**config.mk**
```make
export PLATFORM = sky130hd
export DESIGN_NAME = frame_min_max_tracker
export DESIGN_NICKNAME = d
export VERILOG_FILES = /design/src/rtl/frame_min_max_tracker_pkg.sv /design/src/rtl/frame_min_max_tracker_cmp.sv /design/src/rtl/frame_min_max_tracker.sv
export SDC_FILE = /design/constraint.sdc
export NUM_CORES = 1
export LEC_CHECK = 0
export ABC_AREA = 1
export CAP_MARGIN = 30
export CORE_MARGIN = 1.5
export CORE_UTILIZATION = 50
export CTS_CLUSTER_SIZE = 20
export DETAILED_ROUTE_END_ITERATION = 8
export GPL_ROUTABILITY_DRIVEN = 0
export GPL_TIMING_DRIVEN = 1
export PLACE_DENSITY = 0.73
export SLEW_MARGIN = 20
export SYNTH_ARGS = -nofsm -noshare
export SYNTH_HDL_FRONTEND = slang
export SYNTH_HIERARCHICAL = 1
export SYNTH_SLANG_ARGS = --single-unit
```
**constraint.sdc**
```tcl
create_clock -name clk -period 3.8 [get_ports clk]
set_clock_uncertainty 0.1 [all_clocks]
set_input_delay 0.38 -clock clk [delete_from_list [all_inputs] [get_ports clk]]
set_output_delay 0.38 -clock clk [all_outputs]
set_load 0.03 [all_outputs]
```
**src/rtl/frame_min_max_tracker_pkg.sv**
```systemverilog
// Shared types and defaults for the frame min/max tracker.
package frame_min_max_tracker_pkg;
  localparam int DEF_N     = 32;
  localparam int DEF_CNT_W = 16;
  localparam logic [DEF_CNT_W-1:0] DEF_CNT_MAX = '1;

  typedef enum logic [1:0] {
    ST_IDLE  = 2'd0,
    ST_ACCUM = 2'd1,
    ST_HOLD  = 2'd2
  } state_t;
endpackage

```
**src/rtl/frame_min_max_tracker_cmp.sv**
```systemverilog
// Signed n-bit comparator: flags come from A-B with overflow correction, not the raw sign.
module n_bit_comparator #(
  parameter int n = 32
) (
  input  logic [n-1:0] A,
  input  logic [n-1:0] B,
  output logic         Smaller,
  output logic         Larger,
  output logic         Equal,
  output logic         S,
  output logic         Z,
  output logic         N,
  output logic         V
);
  logic [n-1:0] diff;

  assign diff = A - B;
  assign S    = diff[n-1];
  assign Z    = (diff == '0);
  // overflow only when operand signs differ and the result sign leaves A's
  assign V    = (A[n-1] != B[n-1]) && (diff[n-1] != A[n-1]);
  assign N    = S ^ V;

  assign Smaller = N;
  assign Equal   = Z;
  assign Larger  = !N && !Z;
endmodule

```
**src/rtl/frame_min_max_tracker.sv**
```systemverilog
// Streams a frame of signed samples, tracks min/max with first-occurrence indices, emits one result beat.
module frame_min_max_tracker
  import frame_min_max_tracker_pkg::*;
#(
  parameter int N     = DEF_N,
  parameter int CNT_W = DEF_CNT_W
) (
  input  logic             clk,
  input  logic             rst_n,
  input  logic             in_valid,
  output logic             in_ready,
  input  logic [N-1:0]     in_data,
  input  logic             in_last,
  output logic             out_valid,
  input  logic             out_ready,
  output logic [N-1:0]     out_min,
  output logic [N-1:0]     out_max,
  output logic [CNT_W-1:0] out_min_idx,
  output logic [CNT_W-1:0] out_max_idx,
  output logic [CNT_W-1:0] out_count,
  output logic             out_sat
);
  localparam logic [CNT_W-1:0] CNT_MAX = '1;

  state_t state, state_nx;
  logic   accept;
  logic   lt_min, gt_max;
  logic [5:0] cmp_min_unused, cmp_max_unused;

  assign in_ready  = (state != ST_HOLD);
  assign out_valid = (state == ST_HOLD);
  assign accept    = in_valid && in_ready;

  n_bit_comparator #(.n(N)) u_cmp_min (
    .A(in_data), .B(out_min),
    .Smaller(lt_min), .Larger(cmp_min_unused[5]), .Equal(cmp_min_unused[4]),
    .S(cmp_min_unused[3]), .Z(cmp_min_unused[2]), .N(cmp_min_unused[1]), .V(cmp_min_unused[0])
  );

  n_bit_comparator #(.n(N)) u_cmp_max (
    .A(in_data), .B(out_max),
    .Smaller(cmp_max_unused[5]), .Larger(gt_max), .Equal(cmp_max_unused[4]),
    .S(cmp_max_unused[3]), .Z(cmp_max_unused[2]), .N(cmp_max_unused[1]), .V(cmp_max_unused[0])
  );

  always_ff @(posedge clk) begin
    if (!rst_n) state <= ST_IDLE;
    else        state <= state_nx;
  end

  always_comb begin
    state_nx = state;
    case (state)
      ST_IDLE:  if (accept) state_nx = in_last ? ST_HOLD : ST_ACCUM;
      ST_ACCUM: if (accept && in_last) state_nx = ST_HOLD;
      ST_HOLD:  if (out_ready) state_nx = ST_IDLE;
      default:  state_nx = ST_IDLE;
    endcase
  end

  always_ff @(posedge clk) begin
    if (!rst_n) begin
      out_min     <= '0;
      out_max     <= '0;
      out_min_idx <= '0;
      out_max_idx <= '0;
      out_count   <= '0;
      out_sat     <= 1'b0;
    end else if (accept) begin
      if (state == ST_IDLE) begin
        out_min     <= in_data;
        out_max     <= in_data;
        out_min_idx <= '0;
        out_max_idx <= '0;
        out_count   <= CNT_W'(1);
        out_sat     <= 1'b0;
      end else begin
        // strict compares only: ties keep the earliest index
        if (lt_min) begin
          out_min     <= in_data;
          out_min_idx <= out_count;
        end
        if (gt_max) begin
          out_max     <= in_data;
          out_max_idx <= out_count;
        end
        if (out_count == CNT_MAX) out_sat   <= 1'b1;
        else                      out_count <= out_count + CNT_W'(1);
      end
    end else if (out_valid && out_ready) begin
      out_sat <= 1'b0;
    end
  end
endmodule

```
==> results of run 1 <==
[placed cells by master, fill, tap and decap left out, types with 4 or more instances in the layout]
| cell | instances |
|---|---|
| clkbuf_16 | 18 |
| nand3_1 | 53 |
| ha_1 | 57 |
| a21oi_2 | 4 |
| nand4_1 | 11 |
| o21ai_0 | 60 |
| buf_12 | 7 |
| nor2_2 | 12 |
| inv_2 | 6 |
| nand2_2 | 16 |
| nand3_2 | 5 |
| dfxtp_2 | 6 |
| buf_4 | 76 |
| nor2_1 | 100 |
| inv_6 | 5 |
| dlymetal6s2s_1 | 5 |
| inv_1 | 304 |
| ha_4 | 6 |
| dfxtp_1 | 109 |
| a21oi_1 | 130 |
| nand2_1 | 457 |
| clkdlybuf4s50_1 | 146 |
[power by group through the flow]
stage / Clock, µW / Combinational, µW / Sequential, µW
2_1_floorplan: 0 / 675 / 1490
3_3_place_gp: 0 / 1270 / 1360
3_5_place_dp: 0 / 1290 / 1360
4_1_cts: 1610 / 1300 / 1330
5_1_grt: 1670 / 1480 / 1340
6_report: 1590 / 1330 / 1330
[flip-flops by register name, summed over array words and instances (netlist names)]
name	count
out_min_idx	16
out_max	32
out_max_idx	16
state	2
out_min	32
out_count	16
out_sat	1
[what timing repair did]
item / in CTS / in global routing
buffers inserted: 0 / 2
endpoints found under the setup margin: 0 / 47
resized for setup: 0 / 28
[final cells by class]
cell class / instances / area, µm² / share of cell area, %
Timing Repair Buffer: 236 / 2270 / 20.0
Clock inverter: 12 / 119 / 1.04
Inverter: 311 / 1170 / 10.3
Multi-Input combinational cell: 939 / 4780 / 42.0
Tap cell: 216 / 270 / 2.37
Sequential cell: 115 / 2310 / 20.3
Clock buffer: 20 / 467 / 4.10
[stage by stage]
step	utilization, %	cells	worst slack (ns)	power, µW	hold slack [ns]
final	70.9	1849	0.260	4260	0.256
after global routing	70.9	1849	-0.0287	4490	0.276
after CTS	69.8	1846	0.245	4240	0.349
after detailed placement	66.2	1814	-0.172	2650	0.341
after global placement	66.2	1814	-0.0810	2620	0.333
after floorplan	-	1401	0.348	2170	0.400
[critical path, delay by kind of cell]
family,cells,cell delay [ns]
compound gates,3,0.29
fa+ha+maj,2,0.79
buf+inv,9,1.11
simple gates,15,1.13
[worst max-delay path by stage]
stage | from | endpoint | slack (ns) | depth (start not counted)
3_3_place_gp | in_data[10] | out_max_idx[6] | -0.08 | 26
6_report | in_data[11] | out_max[20] | 0.26 | 29
2_1_floorplan | out_max[12] | out_max[10] | 0.35 | 26
4_1_cts | in_data[10] | out_max[20] | 0.24 | 26
3_5_place_dp | in_data[10] | out_max[31] | -0.17 | 26
5_1_grt | in_data[2] | out_max[13] | -0.03 | 27
[routing by layer]
layer	vias up	share of wire [%]	track usage [%]	routed length, µm
met5	-	0	0	0
met4	0	1.6	7.78	376
met3	32	7.1	6.54	1710
met2	288	47	46.1	11200
met1	4030	44	34.3	10600
li1	4701	-	-	-
==> impl_results.md, run 1 <==
- Outcome: finished, final reports clean
- Slowest cell delay on critical path: 0.48 ns
- Placeable Area: 0.0161 mm²
- Sequential share of power: 31.4%
- IO Pins: 152
- Syn avg cell area: 5.94 µm²
- Final setup TNS: 0 ns
- Crit Path Max Fanout: 26
- Die X: 132 µm
- Area Growth Syn to Fin: 36.7%
- FP Rows: 46
- CP required: 3.96 ns
- Crit share post-route: 93.2%
- N_diodes: 0
- Cts hold-fix bufs: 0
- CTS tree: yes
- F_max: 283 MHz
- Hold path startpoint: in_data[10]
- Layout cells sized above 1: 11.1%
- Clock network fraction of total power: 37.3%
- Mapped Area: 0.00833 mm²
- Largest net degree at the start of global routing: 57
- Clock transition at the registers of the reported paths: 0.06 ns
- Antenna Nets Post-Route: 0
- PD cells: 374 mW/mm²
- Max Cap Viol: 0
- Startpoint class of the critical path: primary input
- Total GRT Usage: 27.2%
- VDD IR-drop max: 0.301 mV
- Filler cells: 1413
- Antenna violations before repair: 0
- Syn. warnings: 6
- CTS sink cnt: 115
- WS Path Type: in2reg
- Cell Area, Placed: 0.0106 mm²
- HPWL Detailed: 17800 µm
- Vias: 9051
- Sw Ratio: 34.6%
- CTS Buf Count: 17
- Tightest Pin Transition: 0.885 ns
- Nets: 1723
- P_leak: 0.00555 µW
- Initial Utilization: 51.8%
- Vias/cell: 4.90
- Psw: 1470 µW
- Port-buffer cells: 151
- Post-Layout Inst Area: 0.0114 mm²
- Mapped Nets: 1504
- Worst hold path type: in2reg
- DIE AREA: 0.0174 mm²
- Clk buf depth: 2
- Vias in the first global route: 8447
- RR Endpoint: out_max[20]
- Total Routed Length: 24000 µm
- Grt total ovfl: 0
- # DRC: 0
- Critical path arrival: 3.70 ns
- Initial DRC count: 468
- Synth Instances: 1401
- WL/cell: 13.0 µm
- Hold EP: out_max[10]
- Slew Limit Fails: 0
- Die H: 132 µm
- Clock Latency Late Sink: 0.42 ns
- Comb pwr share: 31.3%
- Register-to-Register Setup Slack: 0.31 ns
- Hold path depth: 3
- Cell mode on critical path: nand2_1
- Worst reg2reg startpoint: out_max[12]
- Slew Limit Headroom: 40.9%
- Tmin final: 3.54 ns
- Final setup vio count: 0
- H-tree depth: 4
- R2R cell count: 29
- CP endpoint kind: flop
- Int Pwr: 2780 µW
- Endpoints failing hold: 0
- CTS root buf: clkbuf_16
- Worst path slowest cell: fa_1
- First-pass detailed-route iteration total: 7
- First-pass GRT wire length: 39300 µm
Power figures use the tool's default switching activity.
==> run 2, diff against run 1 <==
- SETUP_SLACK_MARGIN: unset -> 0.5
==> run 2 against run 1 <==
  * Critical path depth fell by 5
  * Combinational power increased by 16%
  * Largest cell class unchanged
  * Non-clock buffer count grew 41
  * Worst hold slack improved by 0.081 ns
  * Highest routed layer unchanged
  * Largest power group unchanged
==> impl_results.md, run 2 (synthesis results as in run 1) <==
- Area Growth Syn to Fin: 47.7%
- Vias in the first global route: 9005
- Most frequent cells in the layout: nand2_1 (413), inv_1 (292), clkdlybuf4s50_1 (128), a21oi_1 (122), buf_4 (113)
- Outcome: finished, final reports clean
- First-pass GRT wire length: 43300 µm
- Worst hold path type: in2reg
- PD cells: 378 mW/mm²
- Grt total ovfl: 0
- CP required: 3.98 ns
- # DRC: 0
- Largest regs: out_max x32, out_min x32
- Total Routed Length: 27500 µm
- Final setup vio count: 0
- F_max: 290 MHz
- Clk buf depth: 2
- Largest net degree at the start of global routing: 55
- Layout cells sized above 1: 20.0%
- IO Pins: 152
- Port-buffer cells: 151
- Clock Latency Late Sink: 0.42 ns
- DIE AREA: 0.0174 mm²
- Die H: 132 µm
- Total GRT Usage: 30.4%
- Antenna violations before repair: 0
- Storage cell area: 0.00235 mm²
- Filler cells: 1213
- RSZ-0062 raised after global routing: yes
- CTS Buf Count: 17
- HPWL Detailed: 18100 µm
- Critical path arrival: 3.63 ns
- Most common cell after layout, fill and taps aside: nand2_1
- CTS tree: yes
- Vias/cell: 5.09
- H-tree depth: 4
- Nets: 1764
- FP Rows: 46
- Max Cap Viol: 0
- P_leak: 0.00593 µW
- First-pass detailed-route iteration total: 7
- CTS root buf: clkbuf_16
- Slew Limit Fails: 0
- Tot Pwr: 4650 µW
- Tmin final: 3.45 ns
- WL/cell: 14.5 µm
- Die X: 132 µm
- CP endpoint kind: flop
- Antenna Nets Post-Route: 0
- WS Path Type: in2reg
- Initial DRC count: 783
- Initial Utilization: 51.8%
- Endpoints failing hold: 0
- Placeable Area: 0.0161 mm²
- Slew Limit Headroom: 42.4%
- CTS sink cnt: 115
- Crit share post-route: 90.7%
- Crit Path Max Fanout: 7
- Finished Core Util: 76.6%
- Tightest Pin Transition: 0.863 ns
- Startpoint class of the critical path: primary input
- Vias: 9621
- VDD IR-drop max: 0.342 mV
- Clock transition at the registers of the reported paths: 0.06 ns
- Area of the multi-input gates: 0.00522 mm²
- N_diodes: 0
==> run 2: through the flow <==
stage | cells | hold slack (ns) | worst slack [ns] | setup TNS (ns) | area, µm²
floorplan | 1401 | 0.400 | 0.500 | 0 | 8380
global placement | 1813 | 0.332 | -0.159 | -5.98 | 10700
detailed placement | 1813 | 0.336 | -0.295 | -11.33 | 10700
CTS | 1871 | 0.338 | 0.442 | 0 | 11800
global route | 1890 | 0.346 | 0.115 | 0 | 12300
finish | 1890 | 0.337 | 0.354 | 0 | 12300
==> run 2: worst max-delay path, cell delays in order <==
cell	delay, ns
clkdlybuf4s50_1	0.51
inv_1	0.06
ha_2	0.21
fa_2	0.36
inv_1	0.11
nand3_2	0.09
nand2_2	0.13
nand2_2	0.07
nand2_1	0.13
nand3_1	0.13
nand3_1	0.10
nand2_1	0.06
nor2_1	0.11
nand2_1	0.10
nor2_1	0.15
nand3_1	0.10
nand2_1	0.08
inv_2	0.04
o21ai_4	0.14
buf_6	0.15
clkinv_8	0.10
clkbuf_16	0.20
nand2_2	0.06
a21oi_1	0.06
==> run 2: power by group <==
group	switching [µW]	internal [µW]
clock	625	1140
combinational	893	650
sequential	56.9	1280
==> run 2: timing repair <==
action,in CTS,in global routing
hold buffers,0,0
pin swaps,27,13
buffers inserted,22,18
endpoints found under the setup margin,48,48
cloned,4,1
hold endpoints to repair,0,0
resized for setup,75,81
==> run 2: path summary, 6_finish.rpt <==
| kind | start | cells past startpoint | end | slack [ns] |
|---|---|---|---|---|
| min reg2reg | out_min_idx[10] | 2 | out_min_idx[10] | 0.34 |
| max reg2reg | out_max[28] | 25 | out_max[22] | 0.37 |
| max | in_data[0] | 24 | out_max[22] | 0.35 |
| min | in_data[16] | 4 | out_max[16] | 0.34 |
==> run 2: per-layer routing <==
layer / track usage [%] / wire, µm
met3: 6.27 / 1760
met4: 10.4 / 765
met5: 0 / 0
met2: 52.7 / 13200
met1: 37.5 / 11800
==> run 2: final cells by class <==
cell class / count / share of cell area [%]
tap: 216 / 2.20
multi-input combinational: 939 / 42.5
clock buffer: 22 / 4.11
clock inverter: 10 / 1.16
timing repair buffer: 277 / 21.3
sequential: 115 / 19.1
inverter: 311 / 9.60
